==> src/rtl/mem_pkg.sv <==
`default_nettype none
// +--------------------------------------------------------------------------+
// | mem_pkg                                                                  |
// | Shared definitions for the data-memory path: width encoding (same as     |
// | MemWidth), the outstanding-transaction tag record and the bus-error      |
// | filler word returned when a transaction is abandoned.                    |
// | Revision: 1.0 - initial release                                          |
// +--------------------------------------------------------------------------+
package mem_pkg;

   localparam logic [1:0] W_NONE = 2'b00;
   localparam logic [1:0] W_BYTE = 2'b01;
   localparam logic [1:0] W_HALF = 2'b10;
   localparam logic [1:0] W_WORD = 2'b11;

   localparam logic [31:0] ERR_DATA = 32'hDEADBEEF;

   // Everything needed to finish a transaction once its data returns.
   typedef struct packed {
      logic       wr;
      logic [1:0] width;
      logic       sign;
      logic [1:0] offset;
   } tag_t;

endpackage
`default_nettype wire

==> src/rtl/load_align.sv <==
`default_nettype none
// +--------------------------------------------------------------------------+
// | load_align                                                               |
// | Combinational load formatter: selects the addressed byte/half/word of    |
// | the bus read data and sign- or zero-extends it to 32 bits. Misaligned    |
// | half/word accesses and width 00 yield 0.                                 |
// | Ports: rdata  - 32-bit bus read data                                     |
// |        width  - access width (W_NONE/W_BYTE/W_HALF/W_WORD)               |
// |        sign   - 1 = sign-extend                                          |
// |        offset - byte offset within the word (PhyAddr[1:0])               |
// |        result - aligned, extended load value                             |
// | Revision: 1.0 - initial release                                          |
// +--------------------------------------------------------------------------+
module load_align
   import mem_pkg::*;
(
   input  logic [31:0] rdata,
   input  logic [1:0]  width,
   input  logic        sign,
   input  logic [1:0]  offset,
   output logic [31:0] result
);

   logic [7:0]  byte_sel;
   logic [15:0] half_sel;

   always_comb begin
      byte_sel = rdata[7:0];
      case (offset)
         2'd1:    byte_sel = rdata[15:8];
         2'd2:    byte_sel = rdata[23:16];
         2'd3:    byte_sel = rdata[31:24];
         default: byte_sel = rdata[7:0];
      endcase
   end

   // Only offsets 00 and 10 are legal for halves; offset[1] picks the half.
   assign half_sel = offset[1] ? rdata[31:16] : rdata[15:0];

   always_comb begin
      result = 32'h0;
      case (width)
         W_BYTE: result = {{24{sign & byte_sel[7]}}, byte_sel};
         W_HALF: if (!offset[0]) result = {{16{sign & half_sel[15]}}, half_sel};
         W_WORD: if (offset == 2'b00) result = rdata;
         default: result = 32'h0;
      endcase
   end

endmodule
`default_nettype wire

==> src/rtl/dmem_resp.sv <==
`default_nettype none
// +--------------------------------------------------------------------------+
// | dmem_resp                                                                |
// | Data-memory response stage. Records each issued bus transaction in an    |
// | in-order tag FIFO, pops the oldest tag on data_ok, formats the load data |
// | and presents a registered completion to the M/W pipeline register.       |
// | Optional watchdog: define DMEM_RESP_TIMEOUT_EN to abandon a transaction  |
// | after TIMEOUT busy cycles without data_ok (sticky bus_err, 0xDEADBEEF).  |
// | Ports: clk, rst (sync, active-high)                                      |
// |        req_valid/req_wr/req_width/req_sign/req_offset - issued request   |
// |        data_ok/rdata - bus completion of oldest transaction              |
// |        resp_valid/resp_wr/resp_data - registered completion              |
// |        full/busy - occupancy for the hazard unit                         |
// |        bus_err - sticky watchdog error (0 without the watchdog)          |
// | Revision: 1.0 - initial release                                          |
// +--------------------------------------------------------------------------+
module dmem_resp
   import mem_pkg::*;
#(
   parameter int DEPTH   = 2,
   parameter int TIMEOUT = 255
)
(
   input  logic        clk,
   input  logic        rst,
   input  logic        req_valid,
   input  logic        req_wr,
   input  logic [1:0]  req_width,
   input  logic        req_sign,
   input  logic [1:0]  req_offset,
   input  logic        data_ok,
   input  logic [31:0] rdata,
   output logic        resp_valid,
   output logic        resp_wr,
   output logic [31:0] resp_data,
   output logic        full,
   output logic        busy,
   output logic        bus_err
);

   localparam int PW = $clog2(DEPTH);
   localparam int CW = PW + 1;

   if (DEPTH < 2 || (DEPTH & (DEPTH - 1)) != 0 || TIMEOUT < 1) begin : g_param_check
      $error("dmem_resp: DEPTH must be a power of two >= 2 and TIMEOUT >= 1");
   end

   tag_t          fifo [DEPTH];
   logic [PW-1:0] wptr;
   logic [PW-1:0] rptr;
   logic [CW-1:0] count;
   logic          push;
   logic          data_pop;
   logic          timeout_hit;
   logic          pop;
   tag_t          head;
   tag_t          new_tag;
   logic [31:0]   aligned;

   // Occupancy comes from the registered count only, so a pop in the same
   // cycle never frees a slot for a push while full.
   assign full     = (count == CW'(DEPTH));
   assign busy     = (count != '0);
   assign push     = req_valid & (req_width != W_NONE) & ~full;
   assign data_pop = data_ok & busy;
   assign pop      = data_pop | timeout_hit;
   assign head     = fifo[rptr];
   assign new_tag  = '{wr: req_wr, width: req_width, sign: req_sign, offset: req_offset};

   // Tag storage needs no reset: pointers and count define validity.
   always_ff @(posedge clk) begin
      if (push) fifo[wptr] <= new_tag;
   end

   always_ff @(posedge clk) begin
      if (rst) begin
         wptr  <= '0;
         rptr  <= '0;
         count <= '0;
      end else begin
         if (push) wptr <= wptr + PW'(1);
         if (pop)  rptr <= rptr + PW'(1);
         case ({push, pop})
            2'b10:   count <= count + CW'(1);
            2'b01:   count <= count - CW'(1);
            default: count <= count;
         endcase
      end
   end

   load_align u_align (
      .rdata  (rdata),
      .width  (head.width),
      .sign   (head.sign),
      .offset (head.offset),
      .result (aligned)
   );

`ifdef DMEM_RESP_TIMEOUT_EN
   localparam int TW = $clog2(TIMEOUT + 1);

   logic [TW-1:0] wd_cnt;
   logic          err_flag;

   // wd_cnt holds the number of busy cycles already spent waiting, so the
   // TIMEOUT-th busy cycle without data_ok abandons the oldest transaction.
   assign timeout_hit = busy & ~data_ok & (wd_cnt == TW'(TIMEOUT - 1));
   assign bus_err     = err_flag;

   always_ff @(posedge clk) begin
      if (rst) begin
         wd_cnt   <= '0;
         err_flag <= 1'b0;
      end else begin
         if (pop | ~busy) wd_cnt <= '0;
         else             wd_cnt <= wd_cnt + TW'(1);
         if (timeout_hit) err_flag <= 1'b1;
      end
   end
`else
   assign timeout_hit = 1'b0;
   assign bus_err     = 1'b0;
`endif

   // Result register: data holds between completions; stores report 0.
   always_ff @(posedge clk) begin
      if (rst) begin
         resp_valid <= 1'b0;
         resp_wr    <= 1'b0;
         resp_data  <= 32'h0;
      end else begin
         resp_valid <= pop;
         if (pop) begin
            resp_wr <= head.wr;
            if (timeout_hit)  resp_data <= ERR_DATA;
            else if (head.wr) resp_data <= 32'h0;
            else              resp_data <= aligned;
         end
      end
   end

endmodule
`default_nettype wire
==> config.mk <==
export PLATFORM = sky130hd
export DESIGN_NAME = dmem_resp
export DESIGN_NICKNAME = d
export VERILOG_FILES = /design/src/rtl/mem_pkg.sv /design/src/rtl/load_align.sv /design/src/rtl/dmem_resp.sv
export SDC_FILE = /design/constraint.sdc
export NUM_CORES = 1
export LEC_CHECK = 0
export ABC_AREA = 1
export BUFFER_PORTS_ARGS = -buffer_cell sky130_fd_sc_hd__buf_2
export CORE_MARGIN = 4
export CORE_UTILIZATION = 56
export CTS_CLUSTER_SIZE = 40
export DETAILED_ROUTE_END_ITERATION = 8
export HOLD_SLACK_MARGIN = 0.1
export PLACE_DENSITY = 0.95
export SYNTH_ARGS = -nofsm -noshare
export SYNTH_HDL_FRONTEND = slang
export SYNTH_SLANG_ARGS = --single-unit
==> constraint.sdc <==
create_clock -name clk -period 4.35 [get_ports clk]
set_input_delay 0.435 -clock clk [delete_from_list [all_inputs] [get_ports clk]]
set_output_delay 0.435 -clock clk [all_outputs]
set_load 0.02 [all_outputs]
==> run summary <==
status: finished clean
Max Cap Viol: 0
Cells after DPL: 526
Via Count: 2896
Yosys cell types: 35
Ys Warns: 0
die span in x: 78.7 µm
I/O Pins: 79
DR iter-0 viols: 284
syn_nets: 442
Power Density: 422 nW/µm²
clock skew: 6.25 ps
area delta synth->final: 17.2%
Multi-input gate area: 1380 µm²
setup ws final: 2150 ps
Post-Syn Area: 2800 µm²
Final ANT Viol Nets: 0
Core Box Area: 4790 µm²
first-pass GRT wire length: 12100 µm
worst hold slack: 310 ps
Fin. Hold Viols: 0
Final min period: 2200 ps
crit end category: register
Max-Slew Margin vs Limit: 0.471
Yosys reg bits: 51
Design Area, Final: 3280 µm²
Hold WC Path Type: primary input to register
most common cell after layout, fill and taps aside: nand2_1
# nets final: 509
DRC: 0
GRT Total Usage: 0.244
Fin Setup TNS: 0 ps
grt ovf: 0
GPL Wtd Cong: 0.928
TritonCTS buffer count: 5
clk buf depth: 2
row count: 25
initial antenna violation count: 0
Max FO, Critical Path: 24
n_diodes: 0
critical path class: register to register
Initial Utilization: 0.585
commonest non-fill, non-tap cells in the layout: nand2_1 (136), buf_2 (77), nor2_1 (44), dfxtp_1 (39), inv_1 (37)
number of fill cells: 381
DR pass1 iterations: 7
RSZ-0062 raised after global routing: no
vias in the first global route: 2682
Die Y: 78.7 µm
register area share after synthesis: 0.408
setup bufs post-CTS: 0
HPWL after DPL: 5280 µm
overall routed net length: 7290 µm
Cells after Synth: 399
Slew @ Worst Pin: 794 ps
largest net degree at the start of global routing: 40
CP startpoint kind: register
dpl cell area: 3140 µm²
share of cells above drive strength 1: 0.261
Reg area: 1140 µm²
Peak supply drop: 0.328 mV
cts hold-fix bufs: 0
hold_sp: req_wr
register clock-pin slew on the reported worst setup and hold paths: 90 ps
clock latency on the worst-skew pair: 310 ps
IO Port Bufs: 77
fin cells: 534
critical path required time: 4590 ps
CTS tree: built
worst slack, placed: 2220 ps
post-CTS resize count: 0
Mean Syn Cell Area: 7.02 µm²
clock sinks: 51
Worst EP arrival: 2440 ps
vias per std cell: 5.42
clk root buf: clkbuf_8
Final Max Tran Viols: 0
Max Clk Rate: 454 MHz
CTS H-tree depth: 2
routed len/inst: 13.6 µm
Pleak: 0.00160 µW
die area: 6200 µm²
fin crit share: 0.506
Setup violations, final: 0
## cell type report
| type | count | area share |
|---|---|---|
| inverters | 39 | 0.0446 |
| repair buffers | 78 | 0.120 |
| flip-flops and latches | 51 | 0.348 |
| clock buffers | 5 | 0.0210 |
| well taps | 67 | 0.0256 |
| clock inverters | 3 | 0.0206 |
| multi-input cells | 291 | 0.421 |
## through the flow
stage / utilization / total power (µW)
2_1_floorplan: - / 903
6_report: 0.685 / 1380
3_5_place_dp: 0.657 / 989
4_1_cts: 0.685 / 1380
3_3_place_gp: 0.657 / 973
5_1_grt: 0.685 / 1470
## registers in the layout, indices dropped and copies added, names as in the netlist, named ones only
name and cells:
resp_data 32, fifo 12, count 2, resp_valid 1
resp_wr 1, rptr 1, wptr 1
## worst paths after layout
check                       end  slack [ps]  cells past startpoint
hold reg to reg   resp_data[10]         470                      2
setup / recovery  resp_data[21]        2150                     10
hold / removal       fifo[0][5]         310                      1
setup reg to reg  resp_data[21]        2150                     10
## synthesized netlist by cell type (all sizes together)
library cell	count	area share
inv	39	0.052
nor2	47	0.069
nor3b	1	0.0027
a21oi	37	0.082
xor2	1	0.0031
nor3	1	0.0018
a21boi	1	0.0040
nand3	17	0.032
o21ai	26	0.048
clkbuf	7	0.0094
dfxtp	39	0.28
conb	1	0.0013
nand4	1	0.0076
nand3b	1	0.0027
o211ai	3	0.0080
o221ai	1	0.0031
edfxtp	12	0.13
a31o	1	0.0031
or2	1	0.0022
and2	1	0.0022
buf	11	0.038
nand2	149	0.21
ha	1	0.0045
## layer usage
layer / global-route usage / vias up / share of wire
met5: 0 / - / 0
met2: 0.398 / 195 / 0.45
met4: 0.117 / 0 / 0.044
met1: 0.303 / 1268 / 0.39
li1: - / 1391 / -
met3: 0.0567 / 42 / 0.11
## cells by family after synthesis
logic type,share of synthesized area
fa+ha+maj,0.00447
buf+inv,0.0996
flops,0.408
simple gates,0.336
xor+xnor,0.00313
compound gates,0.148
other cells,0.00134
## critical path: stages, from the launching register on
cell      delay, ps
dfxtp_1         590
inv_2           130
nand2_1         120
nand2_4         130
nand3b_1        130
nand2_1          70
inv_2            60
nand3_2         440
nand2_1         220
nand2_1          80
a21oi_1         140
## power by group
part | leakage, µW | total, µW | internal [µW] | switching [µW]
registers | 0.000427 | 544 | 520 | 24.4
clock network | 0.0000644 | 390 | 229 | 161
logic | 0.00111 | 450 | 137 | 312
total | 0.00160 | 1380 | 886 | 498
No activity file was read; power rests on OpenSTA's default activity.
